==> config.mk <==
export PLATFORM = sky130hd
export DESIGN_NAME = tick_period_meter
export DESIGN_NICKNAME = d
export VERILOG_FILES = /design/src/rtl/prescaler_lib.sv /design/src/rtl/tick_period_meter_pkg.sv /design/src/rtl/tick_period_cmp.sv /design/src/rtl/tick_period_meter.sv
export SDC_FILE = /design/constraint.sdc
export NUM_CORES = 1
export LEC_CHECK = 0
export CAP_MARGIN = 40
export CORE_AREA = 2 2 141 143
export DETAILED_ROUTE_END_ITERATION = 6
export DIE_AREA = 0 0 143 145
export PLACE_DENSITY = 0.55
export SETUP_SLACK_MARGIN = 0.05
export SYNTH_ARGS = -nofsm -noshare
export SYNTH_HDL_FRONTEND = slang
export SYNTH_HIERARCHICAL = 1
export SYNTH_SLANG_ARGS = --single-unit
==> constraint.sdc <==
create_clock -name clk -period 7.9 [get_ports clk]
set_input_delay 1.58 -clock clk [delete_from_list [all_inputs] [get_ports clk]]
set_output_delay 1.58 -clock clk [all_outputs]
set_load 0.05 [all_outputs]
==> src/rtl/prescaler_lib.sv <==
// Shared constants of the prescaler family; the period meter reuses its counter width.
package prescaler_lib;
  localparam int COUNTER_WIDTH = 32;
endpackage

==> src/rtl/tick_period_meter_pkg.sv <==
// Types shared by the tick period meter and its comparator.
package tick_period_meter_lib;
  import prescaler_lib::COUNTER_WIDTH;

  typedef enum logic [1:0] {IDLE, ARM, MEASURE} state_t;
  typedef logic [COUNTER_WIDTH-1:0] period_t;

  localparam period_t CNT_MAX = '1;
endpackage

==> src/rtl/tick_period_cmp.sv <==
// Combinational unsigned |a-b| <= TOL test; max-min ordering avoids any wrap.
module tick_period_cmp #(
  parameter int COUNTER_WIDTH = 32,
  parameter int TOL           = 0
) (
  input  logic [COUNTER_WIDTH-1:0] a,
  input  logic [COUNTER_WIDTH-1:0] b,
  output logic                     match
);
  localparam logic [COUNTER_WIDTH-1:0] TOL_W = COUNTER_WIDTH'(TOL);

  logic [COUNTER_WIDTH-1:0] diff;

  assign diff  = (a >= b) ? (a - b) : (b - a);
  assign match = (diff <= TOL_W);
endmodule

==> src/rtl/tick_period_meter.sv <==
// Measures clk cycles between consecutive tick_i strobes; reports period, lock and overflow.
module tick_period_meter
  import tick_period_meter_lib::*;
#(
  parameter int COUNTER_WIDTH = prescaler_lib::COUNTER_WIDTH,
  parameter int LOCK_COUNT    = 4,
  parameter int TOL           = 0
) (
  input  logic                     clk,
  input  logic                     rst_n,
  input  logic                     en,
  input  logic                     tick_i,
  output logic [COUNTER_WIDTH-1:0] period_o,
  output logic                     valid_o,
  output logic                     locked_o,
  output logic                     overflow_o
);
  localparam logic [COUNTER_WIDTH-1:0] MAX    = '1;
  localparam logic [7:0]               LOCK_N = 8'(LOCK_COUNT);

  state_t                   state, state_nxt;
  logic [COUNTER_WIDTH-1:0] cnt, prev_period;
  logic [7:0]               match_cnt, match_inc;
  logic                     first, in_tol, at_max;

  tick_period_cmp #(.COUNTER_WIDTH(COUNTER_WIDTH), .TOL(TOL)) u_cmp (
    .a    (cnt),
    .b    (prev_period),
    .match(in_tol)
  );

  assign at_max    = (cnt == MAX);
  assign match_inc = (match_cnt >= LOCK_N) ? LOCK_N : match_cnt + 8'd1;

  always_ff @(posedge clk or negedge rst_n) begin
    if (!rst_n) state <= IDLE;
    else        state <= state_nxt;
  end

  always_comb begin
    state_nxt = state;
    if (!en) state_nxt = IDLE;
    else begin
      case (state)
        IDLE:    state_nxt = ARM;
        ARM:     if (tick_i) state_nxt = MEASURE;
        MEASURE: if (!tick_i && at_max) state_nxt = ARM;
        default: state_nxt = IDLE;
      endcase
    end
  end

  always_ff @(posedge clk or negedge rst_n) begin
    if (!rst_n) begin
      cnt         <= '0;
      prev_period <= '0;
      period_o    <= '0;
      match_cnt   <= '0;
      first       <= 1'b0;
      valid_o     <= 1'b0;
      locked_o    <= 1'b0;
      overflow_o  <= 1'b0;
    end else begin
      valid_o <= 1'b0;
      if (!en) begin
        // period_o deliberately survives a disable so the last result stays readable
        cnt        <= '0;
        match_cnt  <= '0;
        first      <= 1'b0;
        locked_o   <= 1'b0;
        overflow_o <= 1'b0;
      end else begin
        case (state)
          ARM: begin
            if (tick_i) begin
              cnt   <= COUNTER_WIDTH'(1);
              first <= 1'b1;
            end
          end
          MEASURE: begin
            if (tick_i) begin
              period_o    <= cnt;
              valid_o     <= 1'b1;
              prev_period <= cnt;
              cnt         <= COUNTER_WIDTH'(1);
              first       <= 1'b0;
              if (first) begin
                match_cnt <= '0;
              end else if (in_tol) begin
                match_cnt <= match_inc;
                if (match_inc == LOCK_N) locked_o <= 1'b1;
              end else begin
                match_cnt <= '0;
                locked_o  <= 1'b0;
              end
            end else if (at_max) begin
              // saturated without a tick: drop lock and re-arm; cnt holds at MAX
              overflow_o <= 1'b1;
              locked_o   <= 1'b0;
              match_cnt  <= '0;
            end else begin
              cnt <= cnt + 1'b1;
            end
          end
          default: ;
        endcase
      end
    end
  end
endmodule

==> results of run 1 <==
==> layer usage <==
layer,share of wire,global-route usage,routed length (µm)
met1,0.50,0.325,11000
met2,0.45,0.324,9830
met3,0.030,0.0208,661
met4,0.015,0.0535,321
met5,0,0,0
==> state kept, by name (all words and copies together), names as in the netlist <==
name	flops
first	1
match_cnt	8
cnt	32
valid_o	1
prev_period	32
state	2
locked_o	1
overflow_o	1
==> power by group through the flow <==
| stage | clock, mW | combinational (mW) | sequential, mW |
|---|---|---|---|
| floorplan | 0 | 0.187 | 0.423 |
| detailed placement | 0 | 0.263 | 0.420 |
| global route | 0.447 | 0.293 | 0.414 |
| CTS | 0.424 | 0.265 | 0.413 |
| global placement | 0 | 0.263 | 0.420 |
| finish | 0.409 | 0.267 | 0.413 |
==> cells in the mapped netlist, types with 7 or more instances <==
library cell / n
nand2_1: 166
inv_1: 83
a21oi_1: 78
dfrtp_1: 78
ha_1: 66
o21ai_0: 48
nor2_1: 47
nand3_1: 33
clkbuf_1: 27
nand4_1: 26
xor2_1: 21
xnor2_1: 17
a21o_1: 15
a21oi_2: 14
o31ai_1: 14
o211ai_1: 13
nand2b_1: 12
nor2b_1: 11
and3_1: 10
nor3_1: 10
nor4_1: 10
or4_2: 10
o21a_1: 9
or3_1: 9
a31oi_1: 8
buf_2: 8
or4_1: 8
o21ai_1: 7
or2_2: 7
==> area by class of cell <==
class,count,area share
clock buffers,10,0.0284
clock inverters,6,0.00728
inverters,83,0.0370
multi-input cells,773,0.601
flip-flops and latches,78,0.232
well taps,265,0.0394
repair buffers,44,0.0550
==> kinds of logic (layout without fill, tap and decap cells) <==
logic type,after synthesis,in the layout
xor gates and xnor gates,38,38
and+or+nand+nor,390,390
adders and majority gates,66,66
muxes,7,7
DFF,78,78
AOI/OAI and AO/OA,272,272
buffers and inverters,133,143
==> cells in the final DEF, fill, tap and decap left out, types with 5 or more instances in the layout <==
cell type,count
nand4_1,26
o221ai_1,6
or3_1,9
nor4_1,10
nand2_1,166
o211ai_1,13
o21ai_2,7
buf_4,5
xor2_1,21
a21o_1,15
o31ai_1,14
xnor2_1,17
a21oi_1,78
nand3_1,33
nor2b_1,11
o21a_1,9
clkbuf_16,9
ha_1,66
and2_1,6
or4_1,8
a31oi_1,8
o21ai_1,6
and3_1,10
or4_2,10
o31a_1,5
clkdlybuf4s50_1,37
nor2_1,47
dfrtp_1,78
o21ai_0,48
a21oi_2,14
nor3_1,10
inv_1,83
nand2b_1,12
or2_2,7
a311oi_1,5
and4_1,5
==> stage by stage <==
step / area (µm²) / setup slack, ns
floorplan: 7610 / 3.91
global placement: 8060 / 3.12
detailed placement: 8120 / 3.10
CTS: 8420 / 3.08
global route: 8420 / 2.59
finish: 8420 / 2.99
==> critical path, stage by stage, from the launching register on <==
cell,delay (ns)
dfrtp_1,0.52
inv_1,0.09
ha_1,0.50
o21ai_0,0.31
o211ai_1,0.12
a221oi_1,0.32
o41ai_2,0.17
a221o_1,0.39
a211oi_1,0.35
mux2i_1,0.27
and4b_1,0.25
a221oi_1,0.10
a31o_1,0.22
a2111oi_2,0.49
nand2b_1,0.16
nor4_1,0.36
o21ai_0,0.12
nor2_1,0.11
==> final timing paths <==
| kind | from | to | depth (start not counted) |
|---|---|---|---|
| setup / recovery | cnt[13] | match_cnt[1] | 17 |
| hold / removal | match_cnt[7] | match_cnt[7] | 2 |
| setup reg to reg | cnt[13] | match_cnt[1] | 17 |
| hold reg to reg | match_cnt[7] | match_cnt[7] | 2 |
| max in group asynchronous | rst_n | prev_period[21] | 2 |
| min in group asynchronous | rst_n | cnt[5] | 1 |
==> results by stage, run 1 <==
Drt:
- The vias after detailed routing is 7178.
- The via density per instance is 5.70.
- The count of nets left with antenna violations once routing finished came out at 0.
- The first TritonRoute pass finished after 5 iterations.
- The routed length per placed instance is 17.3 µm.
- In the routed design, unresolved DRC markers number 0.
- The total wire length is 21.8 mm.
- The violation count after the first detailed-route iteration is 494.

Timing:
- The worst hold slack is 0.496 ns.
- The slew at the pin closest to its max-slew limit is 0.788 ns.
- Setup total negative slack on the finished layout was measured at 0 ns.
- Based on the critical path, the design can be clocked at up to 204 MHz.
- The clock skew after layout is 0.00594 ns.
- The time the worst path needs with I/O delays and setup is 4.91 ns.
- The count of endpoints failing setup in the final report is 0.
- The tightest slew margin relative to the limit is 0.475.
- Setup repair after global routing left no endpoint under its margin.
- The final-report hold violation count is 0.
- The part of the cycle the worst path needs is 0.621.
- The final-report max-slew violation count is 0.

Power and ir drop:
- The sequential cell fraction of total power is 0.379.
- The switching power total is 327 µW.
- The static power due to leakage is 3.65 nW.
- Summing internal, switching and leakage power gives 1.09 mW.
- Internal power comes to 762 µW.
- The share of total power consumed by net switching is 0.300.
- The combinational share of power is 0.245.
- The total power density per cell area is 129 nW/µm².
- Of the total power, the clock network draws 0.376.
- The worst ir drop on vdd is 0.0990 mV.

Synthesis:
- Of the total synthesized cell area, the portion taken by full adders, half adders and majority gates is 0.109.
- By area, the combinational part of the netlist is dominated by simple AND/OR/NAND/NOR gates.
- The synthesized area is 7610 µm².
- During synthesis, Yosys emitted a total of 6 warnings.
- After synthesis, the cell types taking the most area are dfrtp_1 (26%), ha_1 (11%), nand2_1 (8.2%), a21oi_1 (5.1%), inv_1 (4.1%).
- The number of distinct library cells after synthesis is 81.
- The fraction of registers with async set/reset is 1.00.
- The share of the synthesized area in compound gates (AO/OA/AOI/OAI) is 0.241.
- The number of synthesized register bits is 78.
- The number of nets in the synthesized netlist is 1054.
- The simple-gate share of the synthesized area is 0.262.
- Of the total synthesized cell area, the portion taken by XOR and XNOR cells is 0.0437.
- The portion of synthesized area spent on multiplexers is 0.00970.
- The biggest area contributor in the post-synthesis netlist is dfrtp_1.
- Synthesis produced 984 cells.
- The post-synthesis area per instance is 7.73 µm².
- The number of enable flip-flop cells after synthesis is 0.
- The area share of the largest cell type after synthesis is 0.257.
- The leading register cell type out of synthesis is dfrtp_1.
- The sequential area share after synthesis is 0.257.

Cells and area:
- The relative area change from synthesis to final layout is 10.7%.
- The final core utilization is 0.439.
- The number of diodes is 0.
- The multi-input combinational cells in the finished layout cover a total of 5070 µm².
- The footprint of the flip-flops and latches is 1950 µm².
- The net count of the finished layout is 1059.
- The number of filler cells placed in the layout is 1952.
- The number of non-filler instances in the completed layout is 1259.
- The ratio of cells with drive above 1 in the final layout is 0.0845.

Global route:
- The global-route wire length before repair is 35.9 mm.
- The maximum number of pins on one net before global-route repair is 47.
- For this run, the total global-route usage over all layers was measured as 0.214.
- The via count of the first global-routing pass is 6587.
- After global routing the overflow that remains totals 0.
- The initial antenna violation count is 0.

Hold path:
- The path class of the lowest-slack min-delay path is reg2reg.

Clock tree:
- The largest buffer count on any clock path is 2.
- Clock-pin slew was measured on the worst setup and hold paths at 0.06 ns.
- The deepest level of the CTS H-tree is 3.
- Post-CTS repair changed the size of 0 cells.
- The TritonCTS clock tree is built.
- The number of clock sinks is 78.
- Buffers added to address setup during post-CTS repair amount to 0.
- The master cell of the clock root buffer is clkbuf_16.
- The source-to-sink clock delay at the later pin of the worst-skew pair is 0.33 ns.
- The total clock buffers created by CTS is 9.
- The hold buffer count at CTS is 0.

Worst setup path:
- The critical setup path kind is reg2reg.
- Data on the critical path is required at its endpoint by 8.16 ns.
- STA classifies the critical path endpoint as a register.
- The setup slack of the worst register-to-register path is 2.99 ns.
- STA classifies the critical path startpoint as a register.
- Of all nets on the critical path, the largest fanout is 14.
- The data arrival time of the critical path is 5.16 ns.

Floorplan:
- The floorplan has 51 rows.
- The core outline area is 19200 µm².
- The horizontal extent of the die is 143 µm.
- The starting utilization of the core area is 0.396.
- 39 I/O pins were placed.
- The chip height is 145 µm.
- The floorplan step defined a die boundary enclosing 20700 µm².

Placed design:
- Port buffering added 38 buffers.
- The total placed cells including tap cells is 1243.
- The HPWL after detailed placement is 17.3 mm.
- The congestion estimate from routability-driven global placement came to 0.865.

Job:
- The number of maximum-capacitance violations is 0.

Run status:
- The flow ran to the end, and the final reports show no timing, DRC or antenna violations.
(Power assumes the default switching activity.)
==> run 2: changes to the inputs <==
- PLACE_DENSITY: 0.55 -> 0.57
- clock period: 7.9 -> 4.21 ns (I/O delays scaled with it)
==> run 2 against run 1 <==
Against the previous run: wire length grew 8.2%; maximum frequency grew 21%; sequential power up 87%; final area is 13% higher; setup slack worse by 2.8 ns; total power grew 93%; register-to-register slack got worse by 2.8 ns; clock skew about the same; critical path depth up 2.
==> results by stage, run 2 (synthesized netlist as in run 1, its figures left out) <==
Run status:
- Run status: finished clean (unchanged).

Power and ir drop:
- The static power due to leakage is 4.16 nW (was 3.65 nW).
- The worst ir drop on vdd was 0.187 mV (was 0.0990 mV).
- The total power consumption of the routed design is 2.10 mW (was 1.09 mW).
- The total power density per cell area was 221 nW/µm² (was 129 nW/µm²).

Drt:
- The total wire length came to 23.6 mm (was 21.8 mm).
- The total DRC errors in the routed layout is 0 (unchanged).
- The violation count after the first detailed-route iteration was 683 (was 494).
- The via density per instance came to 5.55 (was 5.70).
- The vias after detailed routing is 7522 (was 7178).
- The routed length per placed instance came to 17.4 µm (was 17.3 µm).
- The first-pass iteration count of the detailed router is 5 (unchanged).
- The number of antenna-violating nets in the routed design came to 0 (unchanged).

Cells and area:
- Biggest regs: cnt: 32 flops, prev_period: 32 flops, match_cnt: 8 flops (unchanged).
- The most common library cell in the layout ignoring fill and taps is nand2_1 (unchanged).
- Most used cells in the layout excluding fill and tap cells: nand2_1 (165), buf_4 (100), inv_1 (80) (was nand2_1 (166), inv_1 (83), a21oi_1 (78), dfrtp_1 (78), ha_1 (66)).
- The final core utilization is 0.496 (was 0.439).
- The final layout net count is 1156 (was 1059).
- The number of diodes is 0 (unchanged).
- The ratio of cells with drive above 1 in the final layout is 0.219 (was 0.0845).
- The relative area change from synthesis to final layout came to 25.2% (was 10.7%).

Floorplan:
- The chip height came to 145 µm (unchanged).
- The number of rows in the core area was 51 (unchanged).
- The starting utilization of the core area is 0.396 (unchanged).
- The horizontal extent of the die came to 143 µm (unchanged).
- The number of top-level pins is 39 (unchanged).
- The core outline area is 19200 µm² (unchanged).
- The full die area is 20700 µm² (unchanged).

Clock tree:
- The number of clock sinks is 78 (unchanged).
- The source-to-sink clock delay at the later pin of the worst-skew pair is 0.34 ns (was 0.33 ns).
- The register clock-pin slew on the reported worst setup and hold paths is 0.06 ns (about the same).
- The deepest level of the CTS H-tree came to 3 (unchanged).
- The largest buffer count on any clock path was 2 (unchanged).
- The total clock buffers created by CTS is 9 (unchanged).
- The master cell of the clock root buffer is clkbuf_16 (unchanged).
- The TritonCTS clock tree is built (unchanged).

Worst setup path:
- The depth of the most critical reg-to-reg path came to 19 (was 17).
- The largest fanout on the critical path was 4 (was 14).
- The element type at the critical path start is a register (unchanged).
- The data arrival time of the critical path is 4.31 ns (was 5.16 ns).
- The critical setup path kind is reg2reg (unchanged).
- The reg-to-reg critical path startpoint was prev_period[8] (was cnt[13]).
- The endpoint of the lowest-slack register-to-register path is locked_o (was match_cnt[1]).
- The required time of the critical path came to 4.47 ns (was 8.16 ns).
- The type of destination of the critical path is a register (unchanged).
- The setup slack of the worst register-to-register path is 0.16 ns (was 2.99 ns).

Timing:
- RSZ-0062 raised after global routing: yes (was no).
- The final-report max-slew violation count is 0 (unchanged).
- The final-report hold violation count is 0 (unchanged).
- The highest clock rate is 247 MHz (was 204 MHz).
- The time the worst path needs with I/O delays and setup is 4.05 ns (was 4.91 ns).
- The count of endpoints failing setup in the final report is 0 (unchanged).
- The tightest slew margin relative to the limit was 0.533 (was 0.475).
- The part of the cycle the worst path needs is 0.962 (was 0.621).
- The slew at the pin closest to its max-slew limit was 0.699 ns (was 0.788 ns).
- The clock skew after layout is 0.00625 ns (was 0.00594 ns).

Global route:
- The global routing usage on met3 is 0.0224 (was 0.0208).
- The met2 usage in global routing is 0.331 (was 0.324).
- The initial antenna violation count is 0 (unchanged).
- The global-route wire length before repair is 37.2 mm (was 35.9 mm).
- The most used routing layer is met1 (unchanged).
- The maximum number of pins on one net before global-route repair came to 49 (was 47).
- The via count of the first global-routing pass is 6936 (was 6587).
- The total global routing overflow is 0 (unchanged).
- The met1 global-route usage was 0.342 (was 0.325).
- The total routing usage reported by global routing is 0.224 (was 0.214).

Job:
- The number of maximum-capacitance violations is 0 (unchanged).

Placed design:
- The count of input and output buffers was 38 (unchanged).
- The final RePlAce weighted congestion is 0.929 (was 0.865).
- The half-perimeter wire length of the detailed placement result is 18.3 mm (was 17.3 mm).

Hold path:
- The path class of the lowest-slack min-delay path is in2async (was reg2reg).
-- run 2: changes by cell type in the layout (fill, tap and decap cells not counted), moves of 4 or more --
cell | before | now
buf_4 | 5 | 100
ha_1 | 66 | 49
a21oi_1 | 78 | 66
ha_4 | 0 | 11
a21oi_2 | 14 | 24
ha_2 | 0 | 6
dfrtp_1 | 78 | 74
dfrtp_2 | 0 | 4
-- run 2: through the flow --
stage	cells	TNS (ns)	instance area [µm²]	hold slack (ns)	worst slack, ns
2_1_floorplan	984	0	7610	0.470	0.221
3_3_place_gp	1325	-0.188	8710	0.477	-0.0969
3_5_place_dp	1327	-0.587	8770	0.479	-0.197
4_1_cts	1343	0	9100	0.470	0.0518
5_1_grt	1356	-0.000723	9530	0.484	-0.000723
6_report	1356	0	9530	0.450	0.161
-- run 2: worst max-delay path, stage by stage (launching register included) --
cell,delay (ns)
dfrtp_2,0.46
ha_4,0.32
nand4_1,0.24
a2111oi_4,0.44
a211oi_2,0.09
buf_4,0.16
o221ai_2,0.17
xor2_1,0.10
nor4_1,0.28
nand4_1,0.18
and4b_1,0.32
nand2b_1,0.07
a31o_1,0.22
a2111oi_2,0.22
buf_4,0.21
nand2b_4,0.06
buf_4,0.14
nor2_4,0.08
o21ai_0,0.10
o211ai_1,0.08
-- run 2: per-layer routing --
layer / share of wire / vias up
met2: 0.44 / 201
li1: - / 3715
met3: 0.035 / 39
met5: 0 / -
met1: 0.50 / 3567
met4: 0.024 / 0
-- run 2: area by class of cell --
cell class	instances	area [µm²]
Sequential cell	78	1960
Multi-Input combinational cell	773	5440
Fill cell	1858	9680
Timing Repair Buffer	141	1210
Tap cell	265	332
Clock inverter	7	56.3
Inverter	83	312
Clock buffer	9	225
-- run 2: power breakdown --
part / internal, mW / switching, mW
logic: 0.266 / 0.330
clock network: 0.405 / 0.333
registers: 0.757 / 0.0131
-- run 2: what timing repair did --
item,CTS,global route
pin swaps,1,19
hold buffers,0,0
setup buffers,0,13
setup endpoints to repair,4,4
resized for setup,14,66
-- run 2: how the worst max path moves through the flow --
| stage | from | endpoint | slack (ns) | depth (start not counted) |
|---|---|---|---|---|
| after floorplan | prev_period[4] | match_cnt[1] | 0.22 | 17 |
| after global placement | cnt[3] | match_cnt[1] | -0.1 | 18 |
| after detailed placement | cnt[3] | match_cnt[1] | -0.20 | 18 |
| after CTS | prev_period[9] | locked_o | 0.05 | 16 |
| after global routing | cnt[7] | locked_o | -0.0007 | 20 |
| final | prev_period[8] | locked_o | 0.16 | 19 |
